File: src/rtl/branch_resolve_unit.sv
// Branch resolution at execute: in-order prediction FIFO, mispredict redirect/flush and predictor update strobes.
// Optional statistics counters are built when BRU_STATS_EN is defined; otherwise both count ports read 0.
module branch_resolve_unit #(
   parameter int PC           = 32,
   parameter int DEPTH        = 4,
   parameter int FLUSH_CYCLES = 2,
   parameter int CNT_W        = 16
) (
   input  logic             clk_in,
   input  logic             rst_n_in,
   input  logic             pred_valid_in,
   input  logic             pred_taken_in,
   input  logic [PC-1:0]    pred_target_in,
   output logic             pred_ready_out,
   input  logic             exe_valid_in,
   input  logic             exe_is_branch_in,
   input  logic [PC-1:0]    exe_pc_in,
   input  logic             exe_taken_in,
   input  logic [PC-1:0]    exe_target_in,
   output logic             redirect_valid_out,
   output logic [PC-1:0]    redirect_pc_out,
   output logic             flush_out,
   output logic             bpu_write_out,
   output logic [PC-1:0]    bpu_pc_out,
   output logic [PC-1:0]    bpu_new_pc_out,
   output logic             underflow_out,
   output logic [CNT_W-1:0] mispredict_count_out,
   output logic [CNT_W-1:0] branch_count_out
);

   localparam int AW = $clog2(DEPTH);
   localparam int FW = (FLUSH_CYCLES > 1) ? $clog2(FLUSH_CYCLES) : 1;

   typedef enum logic {RUN, FLUSH} state_t;

   state_t         state, state_next;
   logic [FW-1:0]  fcnt, fcnt_next;
   logic [AW:0]    wr_ptr, rd_ptr;
   logic           fifo_taken  [DEPTH];
   logic [PC-1:0]  fifo_target [DEPTH];
   logic           full, empty, push, pop, mispredict, bpu_upd;
   logic           head_taken;
   logic [PC-1:0]  head_target, correct_pc;

   assign empty          = (wr_ptr == rd_ptr);
   assign full           = (wr_ptr[AW] != rd_ptr[AW]) && (wr_ptr[AW-1:0] == rd_ptr[AW-1:0]);
   assign pred_ready_out = (state == RUN) && !full;
   assign push           = pred_valid_in && pred_ready_out;
   assign pop            = exe_valid_in && (state == RUN) && !empty;
   assign head_taken     = fifo_taken[rd_ptr[AW-1:0]];
   assign head_target    = fifo_target[rd_ptr[AW-1:0]];

   always_comb begin
      mispredict = 1'b0;
      if (pop) begin
         if (exe_is_branch_in)
            mispredict = (exe_taken_in != head_taken) ||
                         (exe_taken_in && head_taken && (exe_target_in != head_target));
         else
            mispredict = head_taken;
      end
      correct_pc = (exe_is_branch_in && exe_taken_in) ? exe_target_in : exe_pc_in + PC'(4);
      bpu_upd    = pop && ((exe_is_branch_in && exe_taken_in) || mispredict);
   end

   always_comb begin
      state_next = state;
      fcnt_next  = fcnt;
      case (state)
         RUN: begin
            if (mispredict) begin
               state_next = FLUSH;
               fcnt_next  = FW'(FLUSH_CYCLES - 1);
            end
         end
         FLUSH: begin
            if (fcnt == '0) state_next = RUN;
            else            fcnt_next  = fcnt - 1'b1;
         end
         default: state_next = RUN;
      endcase
   end

   always_ff @(posedge clk_in or negedge rst_n_in) begin
      if (!rst_n_in) begin
         state <= RUN;
         fcnt  <= '0;
      end else begin
         state <= state_next;
         fcnt  <= fcnt_next;
      end
   end

   // Storage needs no reset: entries are only read when the pointers say they are valid.
   always_ff @(posedge clk_in) begin
      if (push) begin
         fifo_taken[wr_ptr[AW-1:0]]  <= pred_taken_in;
         fifo_target[wr_ptr[AW-1:0]] <= pred_target_in;
      end
   end

   always_ff @(posedge clk_in or negedge rst_n_in) begin
      if (!rst_n_in) begin
         wr_ptr <= '0;
         rd_ptr <= '0;
      end else if (mispredict) begin
         wr_ptr <= '0;
         rd_ptr <= '0;
      end else begin
         if (push) wr_ptr <= wr_ptr + 1'b1;
         if (pop)  rd_ptr <= rd_ptr + 1'b1;
      end
   end

   always_ff @(posedge clk_in or negedge rst_n_in) begin
      if (!rst_n_in) begin
         redirect_valid_out <= 1'b0;
         redirect_pc_out    <= '0;
         flush_out          <= 1'b0;
         bpu_write_out      <= 1'b0;
         bpu_pc_out         <= '0;
         bpu_new_pc_out     <= '0;
         underflow_out      <= 1'b0;
      end else begin
         redirect_valid_out <= mispredict;
         flush_out          <= (state_next == FLUSH);
         bpu_write_out      <= bpu_upd;
         if (mispredict) redirect_pc_out <= correct_pc;
         if (bpu_upd) begin
            bpu_pc_out     <= exe_pc_in;
            bpu_new_pc_out <= correct_pc;
         end
         if (exe_valid_in && (state == RUN) && empty) underflow_out <= 1'b1;
      end
   end

`ifdef BRU_STATS_EN
   logic [CNT_W-1:0] mis_cnt, br_cnt;

   always_ff @(posedge clk_in or negedge rst_n_in) begin
      if (!rst_n_in) begin
         mis_cnt <= '0;
         br_cnt  <= '0;
      end else begin
         if (mispredict && (mis_cnt != '1))               mis_cnt <= mis_cnt + 1'b1;
         if (pop && exe_is_branch_in && (br_cnt != '1))   br_cnt  <= br_cnt + 1'b1;
      end
   end

   assign mispredict_count_out = mis_cnt;
   assign branch_count_out     = br_cnt;
`else
   assign mispredict_count_out = '0;
   assign branch_count_out     = '0;
`endif

endmodule

File: config.mk
export PLATFORM = sky130hd
export DESIGN_NAME = branch_resolve_unit
export DESIGN_NICKNAME = d
export VERILOG_FILES = /design/src/rtl/branch_resolve_unit.sv
export SDC_FILE = /design/constraint.sdc
export NUM_CORES = 1
export LEC_CHECK = 0
export CORE_ASPECT_RATIO = 1.2
export CORE_MARGIN = 3
export CORE_UTILIZATION = 40
export DETAILED_ROUTE_END_ITERATION = 8
export PLACE_DENSITY = 0.68
export SLEW_MARGIN = 10
export SYNTH_ARGS = -nofsm -noshare
export SYNTH_HDL_FRONTEND = slang
export SYNTH_SLANG_ARGS = --single-unit
export TNS_END_PERCENT = 50
File: constraint.sdc
create_clock -name clk_in -period 2.9 [get_ports clk_in]
set_input_delay 0.58 -clock clk_in [delete_from_list [all_inputs] [get_ports clk_in]]
set_output_delay 0.58 -clock clk_in [all_outputs]
set_load 0.01 [all_outputs]
After elaboration in Yosys (flattened, before gate mapping)
Memory sizes are Yosys's and may differ from the RTL's.
Index checks and enable logic that the tools add are counted.
{"block": "word_totals", "out_inout_bits": 133, "memories": 2, "reg_bits": 107, "latchBits": 0, "mem_bits_ro": 0, "ram_bits": 132, "wordCells": 54}
{"name": "fifo_target", "words": 4, "width": 32, "rd": 1, "rd_ports_with_merged_regs": 0, "wr": 1, "line_no": "40", "rtl": "logic [PC-1:0] fifo_target [DEPTH];"}
{"name": "fifo_taken", "words": 4, "width": 1, "rd": 1, "rd_ports_with_merged_regs": 0, "wr": 1, "line_no": "39", "rtl": "logic fifo_taken [DEPTH];"}
{"block": "op_classes", "n_eq_ne": 6, "multipliers": 0, "n_div": 0, "order_cmp": 0, "bitwise": 1, "n_addsub": 4, "shifts": 0, "reduce_logical": 16, "muxes": 15}
{"cell": "$add 32x3->32 const B", "n": 1}
{"cell": "$mux 32", "n": 1}
{"cell": "$ne 32x32->1", "n": 1}
{"cell": "$mux 3", "n": 4}
{"cell": "$logic_and 1x1->1", "n": 10}
{"cell": "$mux 1", "n": 8}
{"cell": "$add 3x1->3 const B", "n": 2}
{"cell": "$pmux 1 s2", "n": 2}
{"cell": "$reduce_bool 2->1", "n": 2}
{"cell": "$eq 3x3->1", "n": 1}
{"cell": "$eq 2x2->1", "n": 1}
{"cell": "$logic_not 1->1", "n": 2}
{"cell": "$logic_or 1x1->1", "n": 2}
{"cell": "$ne 1x1->1", "n": 2}
{"cell": "$ne 2x2->1 const B", "n": 1}
{"cell": "$not 1->1", "n": 1}
{"cell": "$sub 1x1->1 const B", "n": 1}

Longest topological paths before layout
Gate-level depths: netlist of the first run.
An unclocked memory read counts as a cell.
{"block": "depth", "depth_word": 8, "ltp_mapped": 11, "mapped_depth_nobuf": 8}

Least setup slack after synthesis of the first run
OpenSTA, ideal clock, no wires.
{"block": "synth_timing", "path_kind": "register -> register", "startpoint": "register rd_ptr[1]", "endpoint": "register bpu_pc_out[10]", "setup_slack_ps": 18, "setup_ps": 125, "stages_incl_launch_ff": 11, "t_arrival_ps": 2758, "required_time_ps": 2775, "path_buffers": 3, "cell_sequence": "dfrtp_1 > clkbuf_1 > clkbuf_1 > mux4_2 > xnor2_1 > nand4_1 > nor4_1 > nand2_1 > a21oi_4 > buf_2 > mux2_2"}
{"block": "synth_between", "elab_chain_cells": 8, "word_cells_on_any_way": 14}
{"element": "from (decl)", "line_no": "38", "rtl": "logic [AW:0] wr_ptr, rd_ptr;"}
{"element": "from (signal assigned)", "line_no": "111", "rtl": "if (pop) rd_ptr <= rd_ptr + 1'b1;"}
{"element": "$mem_v2 4x32 or $mem_v2 4x1 (tied branches)"}
{"element": "$ne 32x32->1 or $logic_and 1x1->1 (tied branches)", "line_no": "58", "rtl": "(exe_taken_in && head_taken && (exe_target_in != head_target));"}
{"element": "$logic_and 1x1->1", "line_no": "58"}
{"element": "$logic_or 1x1->1", "line_no": "57", "rtl": "mispredict = (exe_taken_in != head_taken) ||"}
{"element": "$mux 1", "line_no": "56", "rtl": "if (exe_is_branch_in)"}
{"element": "$mux 1", "line_no": "55", "rtl": "if (pop) begin"}
{"element": "$logic_or 1x1->1", "line_no": "63", "rtl": "bpu_upd = pop && ((exe_is_branch_in && exe_taken_in) || mispredict);"}
{"element": "$logic_and 1x1->1 *", "line_no": "63"}
{"element": "to (signal assigned)", "line_no": "130", "rtl": "bpu_pc_out <= exe_pc_in;"}
{"element": "to (decl)", "line_no": "24", "rtl": "output logic [PC-1:0] bpu_pc_out,"}
Mark *: on every way between the ends. The rest lies on a longest branch, timed or not.
A chain may end at the register's enable or synchronous reset.

Worst setup path in the final report of the first run
{"block": "layout_timing", "startpoint": "register rd_ptr[0]", "endpoint": "register redirect_pc_out[10]"}
{"block": "layout_between", "elab_chain_cells": 6, "word_cells_on_any_way": 12}
{"element": "$mem_v2 4x32 or $mem_v2 4x1 (tied branches)"}
{"element": "$ne 32x32->1 or $logic_and 1x1->1 (tied branches)", "line_no": "58"}
{"element": "$logic_and 1x1->1", "line_no": "58"}
{"element": "$logic_or 1x1->1", "line_no": "57"}
{"element": "$mux 1", "line_no": "56"}
{"element": "$mux 1 *", "line_no": "55"}
{"element": "to (signal assigned)", "line_no": "128", "rtl": "if (mispredict) redirect_pc_out <= correct_pc;"}
{"element": "to (decl)", "line_no": "21", "rtl": "output logic [PC-1:0] redirect_pc_out,"}
Marked as above.

==> flow_summary_export.csv, run 1 <==
group,metric,value,unit
run_status,status,"finished, violations left",
run_status,failed_checks,"negative setup slack",
power,power_density,1060,nW/um^2
cts,path_clk_slew,0.06,ns
final_layout,syn_to_final_growth,39.9,%
yosys,synthCells,660,
cts,clock_latency,0.51,ns
sta,relSlewSlack,59.5,%
cts,htreeDepth,1,
final_layout,finalNonFillerCells,1300,
final_layout,drive_above_1_share,28.7,%
drt,ant_nets,0,
final_layout,final_area,14800,sq um
cts,cts_root_buffer,"clkbuf_16",
yosys,avgSynthCellArea,16.0,sq um
floorplanning,start_util,41.1,%
floorplanning,rows,64,
sta,post-route-period-util,101,%
power,p_switching,4600,uW
worst_hold_path,hp-class,"input pin to async pin",
floorplanning,die_area,28400,sq um
setup_path,regToRegEndpoint,"redirect_pc_out[10]$_DFFE_PN0P_",
drt,drt_iter0_markers,262,
setup_path,worstPathArrival,3.34,ns
power,vdd_drop_max,0.472,mV
setup_path,rrSetupSlack,-0.04,ns
cts,clockBufferDepth,3,
placed_design,place_ws,-0.127,ns
cts,cts_tree,"built",
placed_design,dp_cells,1237,
setup_path,timing_worst_setup_path_type,"flop to flop",
yosys,syn_area,10600,sq um
power,p_int,11000,uW
cts,hold_buffers,0,
floorplanning,coreArea,25700,sq um
sta,fin_crit,2.94,ns
sta,tns,-1.84,ns
yosys,yosysSeqAreaShare,62.9,%
drt,drcViolationCount,0,
setup_path,critPathRequiredTime,3.29,ns
setup_path,endpoint_kind,"flop",
sta,worst_slack,-0.0419,ns
global_routing,grt.total_usage,17.9,%
placed_design,gp_congestion,0.834,
cts,cts.sinks,239,
floorplanning,die_y,184,um
yosys,synth.distinct_cells,43,
sta,drv_slew,0,
power,seqPwrFrac,33.8,%
global_routing,antenna_found_initial,1,
global_routing,grt_first_pass_wirelength,39300,um
placed_design,place_area,13400,sq um
global_routing,grt-ovfl-total,0,
floorplanning,io_pins,236,
cts,cts_buffers,24,
floorplanning,dieWidth,154,um
power,power_frac_clock,20.6,%
yosys,synth_top_area_share,37.6,%
yosys,synth.area.top_cells,"edfxtp_1 38%, dfrtp_1 25%, mux4_2 7.0%, mux2_4 6.4%, mux2_2 4.9%",
yosys,yosysWarnings,0,
sta,rsz0062_at_grt,"true",
setup_path,reg2reg_depth,13,
flow_run,maxCapViolations,0,
drt,post_drt_wl_per_cell,21.0,um
power,leakage,0.00577,uW
drt,viasPerCell,4.97,
setup_path,reg2reg_from,"rd_ptr[0]$_DFFE_PN0P_",
yosys,ys_ff_latch,239,
sta,fmax,340,MHz
drt,routed_wl,27300,um
sta,hold_viol,0,
sta,tightestPinTransition,0.608,ns
sta,fin_skew,0.0113,ns
global_routing,grt_pass1_vias,6542,
yosys,synth_top_area_cell,"edfxtp_1",
power,p_sw_share,29.4,%
placed_design,dp_hpwl,19300,um
final_layout,final_nets,1062,
global_routing,grt_max_degree,51,
drt,dr.pass1.iters,4,
placed_design,port_buffers,203,
power,combinationalPowerShare,45.5,%
setup_path,path_max_fanout,14,
drt,vias,6456,
sta,setup_viol,77,
setup_path,startpoint_type,"flop",
power groups by stage:
stage | sequential [uW] | combinational [uW] | clock (uW)
floorplan | 5540 | 3240 | 0
finish | 5290 | 7120 | 3230
global placement | 5300 | 6250 | 0
CTS | 5270 | 6460 | 3310
global route | 5410 | 7510 | 3450
detailed placement | 5320 | 6320 | 0
cell families (layout without fill, tap and decap cells):
logic type | after synthesis | count (layout) | share of synthesized area, %
buf+inv | 66 | 344 | 4.16
compound gates | 43 | 43 | 2.62
other cells | 1 | 33 | 0.0355
mux | 130 | 130 | 19.0
xor+xnor | 65 | 65 | 5.39
fa+ha+maj | 7 | 7 | 0.830
simple gates | 109 | 109 | 5.04
flops | 239 | 239 | 62.9
area by class of cell:
cell class / count / area, sq um
Multi-Input combinational cell: 386 / 3790
Antenna cell: 1 / 2.50
Timing Repair Buffer: 290 / 3040
Tap cell: 330 / 413
Fill cell: 2022 / 10900
Clock buffer: 32 / 672
Clock inverter: 11 / 154
Inverter: 11 / 51.3
Sequential cell: 239 / 6640
worst max-delay path by stage:
stage / startpoint / endpoint / cells past startpoint / slack, ns
2_1_floorplan: rd_ptr[1]$_DFFE_PN0P_ / bpu_pc_out[10]$_DFFE_PN0P_ / 10 / 0.02
3_3_place_gp: rd_ptr[0]$_DFFE_PN0P_ / redirect_pc_out[30]$_DFFE_PN0P_ / 11 / -0.09
3_5_place_dp: exe_pc_in[7] / redirect_pc_out[31]$_DFFE_PN0P_ / 9 / -0.13
4_1_cts: rd_ptr[0]$_DFFE_PN0P_ / redirect_pc_out[28]$_DFFE_PN0P_ / 12 / -0.10
5_1_grt: rd_ptr[0]$_DFFE_PN0P_ / bpu_new_pc_out[7]$_DFFE_PN0P_ / 12 / -0.19
6_report: rd_ptr[0]$_DFFE_PN0P_ / redirect_pc_out[10]$_DFFE_PN0P_ / 13 / -0.04
cells in the mapped netlist, drive strengths merged:
cell / n
o21ai: 1
xor2: 23
dfrtp: 107
buf: 46
mux2i: 1
o221ai: 2
xnor2: 42
inv: 11
o2bb2ai: 2
nor2b: 2
nor2: 38
a21o: 1
mux4: 33
conb: 1
a31o: 2
clkbuf: 9
and3: 11
nand4: 15
or4b: 1
a21boi: 1
o22ai: 1
nor4: 3
nor3: 1
ha: 7
and4: 1
nand3: 15
nor3b: 1
o21a: 1
o211ai: 3
a21oi: 29
or2: 2
mux2: 96
edfxtp: 132
nand2: 17
and2: 2
layout by cell type (no fill, tap or decap), types with 18 or more instances in the layout:
master	n
xnor2_1	32
clkbuf_16	31
mux2_2	23
nor2_1	37
buf_4	57
a21oi_1	26
dfrtp_1	106
conb_1	32
mux4_2	33
mux2_4	72
clkdlybuf4s50_1	201
xor2_1	23
buf_12	18
edfxtp_1	132
stage by stage:
stage               utilization, %  total power [uW]  hold slack (ns)
floorplan                        -              8780            0.284
global placement              52.2             11500            0.463
detailed placement            52.2             11600            0.476
CTS                           55.9             15000           0.0815
global route                  57.5             16400            0.105
finish                        57.5             15600           0.0814
layer usage:
metal / track usage, % / routed length (um) / vias up
li1: - / - / 2974
met2: 30.8 / 13900 / 194
met4: 4.42 / 582 / 0
met3: 3.06 / 1470 / 38
met5: 0 / 0 / -
met1: 23.9 / 11400 / 3250
what timing repair did:
item | 4_1_cts | 5_1_grt
setup endpoints to repair | 98 | 98
gates cloned | 0 | 7
pin swaps | 2 | 3
setup buffers | 9 | 3
gates resized for setup | 5 | 48
sequential cells by signal (all words and copies together), names as in the netlist:
register / cells
bpu_new_pc_out: 32
bpu_pc_out: 32
bpu_write_out: 1
fcnt: 1
fifo_taken: 4
fifo_target: 128
flush_out: 1
rd_ptr: 3
redirect_pc_out: 32
redirect_valid_out: 1
underflow_out: 1
wr_ptr: 3
critical path, stage by stage, from the launching register on:
cell and delay [ns]:
dfrtp_2 0.45, buf_12 0.16, buf_6 0.11, buf_6 0.08
mux4_2 0.55, xnor2_2 0.14, nand4_1 0.10, nor4_2 0.26
nand2_2 0.13, buf_6 0.14, a21oi_4 0.14, inv_4 0.08
buf_12 0.16, mux2_4 0.30
(Power assumes the default switching activity.)
==> run 2: changes to the inputs <==
--- a/config.mk
+++ b/config.mk
@@ -9,7 +9,7 @@
 export CORE_MARGIN = 3
 export CORE_UTILIZATION = 40
 export DETAILED_ROUTE_END_ITERATION = 8
-export PLACE_DENSITY = 0.68
+export PLACE_DENSITY = 0.69
 export SLEW_MARGIN = 10
 export SYNTH_ARGS = -nofsm -noshare
 export SYNTH_HDL_FRONTEND = slang
==> flow_summary_export.csv, run 2 (synthesis gave the netlist of run 1 again) <==
group,metric,value,unit
floorplanning,io_pins,236,
floorplanning,dieWidth,154,um
global_routing,antenna_found_initial,2,
final_layout,drive_above_1_share,27.1,%
cts,htreeDepth,1,
setup_path,path_max_fanout,17,
floorplanning,coreArea,25700,sq um
floorplanning,rows,64,
placed_design,gp_congestion,0.811,
sta,fmax,343,MHz
sta,setup_viol,20,
cts,path_clk_slew,0.06,ns
sta,drv_slew,0,
sta,worst_slack,-0.0192,ns
final_layout,layout_common_cells,"201 x clkdlybuf4s50_1, 132 x edfxtp_1, 106 x dfrtp_1, 54 x buf_4, 51 x mux2_4",
drt,viasPerCell,4.90,
cts,cts_root_buffer,"clkbuf_16",
final_layout,syn_to_final_growth,36.6,%
final_layout,final_nets,1045,
global_routing,grt_max_degree,55,
global_routing,grt-ovfl-total,0,
power,combinationalPowerShare,42.4,%
setup_path,startpoint_type,"flop",
final_layout,fillers,2081,
power,seqPwrFrac,35.1,%
power,power,15000,uW
final_layout,final_common_cell,"clkdlybuf4s50_1",
power,p_sw_share,29.3,%
placed_design,place_ws,-0.518,ns
sta,holdWs,0.105,ns
setup_path,worstPathArrival,3.32,ns
floorplanning,start_util,41.1,%
sta,hold_viol,0,
run_status,failed_checks,"negative setup slack",
sta,relSlewSlack,50.3,%
drt,ant_nets,0,
cts,cts_tree,"built",
final_layout,largest_register_ffs,128,
cts,cts_buffers,25,
cts,cts.sinks,239,
cts,clockBufferDepth,3,
sta,fin_skew,0.0137,ns
flow_run,maxCapViolations,0,
drt,vias,6305,
power,power_density,1040,nW/um^2
global_routing,grt.total_usage,17.6,%
setup_path,timing_worst_setup_path_type,"flop to flop",
drt,drt_iter0_markers,396,
sta,rsz0062_at_grt,"true",
power,leakage,0.00553,uW
power,p_switching,4380,uW
cts,clock_latency,0.52,ns
power,p_int,10600,uW
setup_path,critPathRequiredTime,3.30,ns
placed_design,port_buffers,203,
global_routing,grt_first_pass_wirelength,38900,um
floorplanning,die_y,184,um
floorplanning,die_area,28400,sq um
drt,routed_wl,25700,um
setup_path,endpoint_kind,"flop",
setup_path,rrSetupSlack,-0.02,ns
drt,drcViolationCount,0,
sta,post-route-period-util,101,%
sta,tightestPinTransition,0.745,ns
global_routing,grt_pass1_vias,6555,
run_status,status,"finished, violations left",
drt,post_drt_wl_per_cell,20.0,um
placed_design,dp_hpwl,18900,um
sta,fin_crit,2.92,ns
worst_hold_path,hp-class,"input pin to async pin",
drt,dr.pass1.iters,4,
power,vdd_drop_max,0.542,mV
power,power_frac_clock,22.4,%
==> run 2: changes by cell type in the layout (fill, tap and decap cells not counted), moves of 3 or more <==
cell	change
clkbuf_16	-4
clkbuf_4	+3
clkbuf_8	+3
clkbuf_1	-4
mux2_1	+4
xnor2_2	-4
mux2_4	-21
xnor2_1	+4
buf_4	-3
buf_6	-5
mux2_2	+17
buf_12	-5
==> run 2: routing by layer <==
metal | track usage [%] | wire, um | vias up
met4 | 5.19 | 722 | 0
met5 | 0 | 0 | -
li1 | - | - | 2944
met2 | 30.6 | 13100 | 184
met3 | 2.78 | 1510 | 46
met1 | 23.1 | 10500 | 3131
==> run 2: path summary, 6_finish.rpt <==
path	start	cells after the start	to
setup / recovery	rd_ptr[0]$_DFFE_PN0P_	11	bpu_new_pc_out[27]$_DFFE_PN0P_
hold / removal	rst_n_in	1	bpu_new_pc_out[3]$_DFFE_PN0P_
hold reg to reg	underflow_out$_DFFE_PN0P_	1	underflow_out$_DFFE_PN0P_
setup reg to reg	rd_ptr[0]$_DFFE_PN0P_	11	bpu_new_pc_out[27]$_DFFE_PN0P_
min in group clk_in	underflow_out$_DFFE_PN0P_	1	underflow_out$_DFFE_PN0P_
max in group asynchronous	rst_n_in	2	redirect_pc_out[20]$_DFFE_PN0P_
==> run 2: layout make-up <==
class / count / area [sq um] / share of cell area (%)
multi-input cells: 386 / 3680 / 25.5
diodes: 3 / 7.51 / 0.0521
clock inverters: 11 / 143 / 0.990
repair buffers: 272 / 2730 / 19.0
well taps: 330 / 413 / 2.86
flip-flops and latches: 239 / 6640 / 46.1
clock buffers: 35 / 746 / 5.17
inverters: 11 / 48.8 / 0.339
==> run 2: per-stage QoR <==
step	setup TNS, ns	std cells	util, %	instance area, sq um
6_report	-0.162	1287	56.1	14400
5_1_grt	-11.71	1287	56.1	14400
4_1_cts	-5.53	1279	55.5	14300
3_5_place_dp	-12.52	1233	51.9	13400
3_3_place_gp	-14.85	1233	51.9	13400
2_1_floorplan	0	691	-	10700
==> run 2: worst max-delay path, stage by stage, from the launching register on <==
cell and delay (ns):
dfrtp_2 0.41, buf_6 0.12, buf_12 0.14, mux4_2 0.56
xnor2_2 0.16, nand4_1 0.14, nor4_2 0.32, nand2_2 0.14
a21oi_4 0.21, inv_2 0.11, buf_12 0.17, mux2_4 0.30
==> run 2: timing repair <==
action                     CTS  global route
setup endpoints to repair   99           102
hold buffers                 0             0
cloned                       0             1
setup buffers                0             4
resized for setup            8            16
pin swaps                    0             1
==> run 2: power by group through the flow <==
stage          sequential (uW)  clock [uW]  combinational, uW
6_report                  5260        3360               6350
5_1_grt                   5380        3580               6770
4_1_cts                   5270        3430               6280
3_5_place_dp              5320           0               6230
3_3_place_gp              5300           0               6140
2_1_floorplan             5540           0               3240
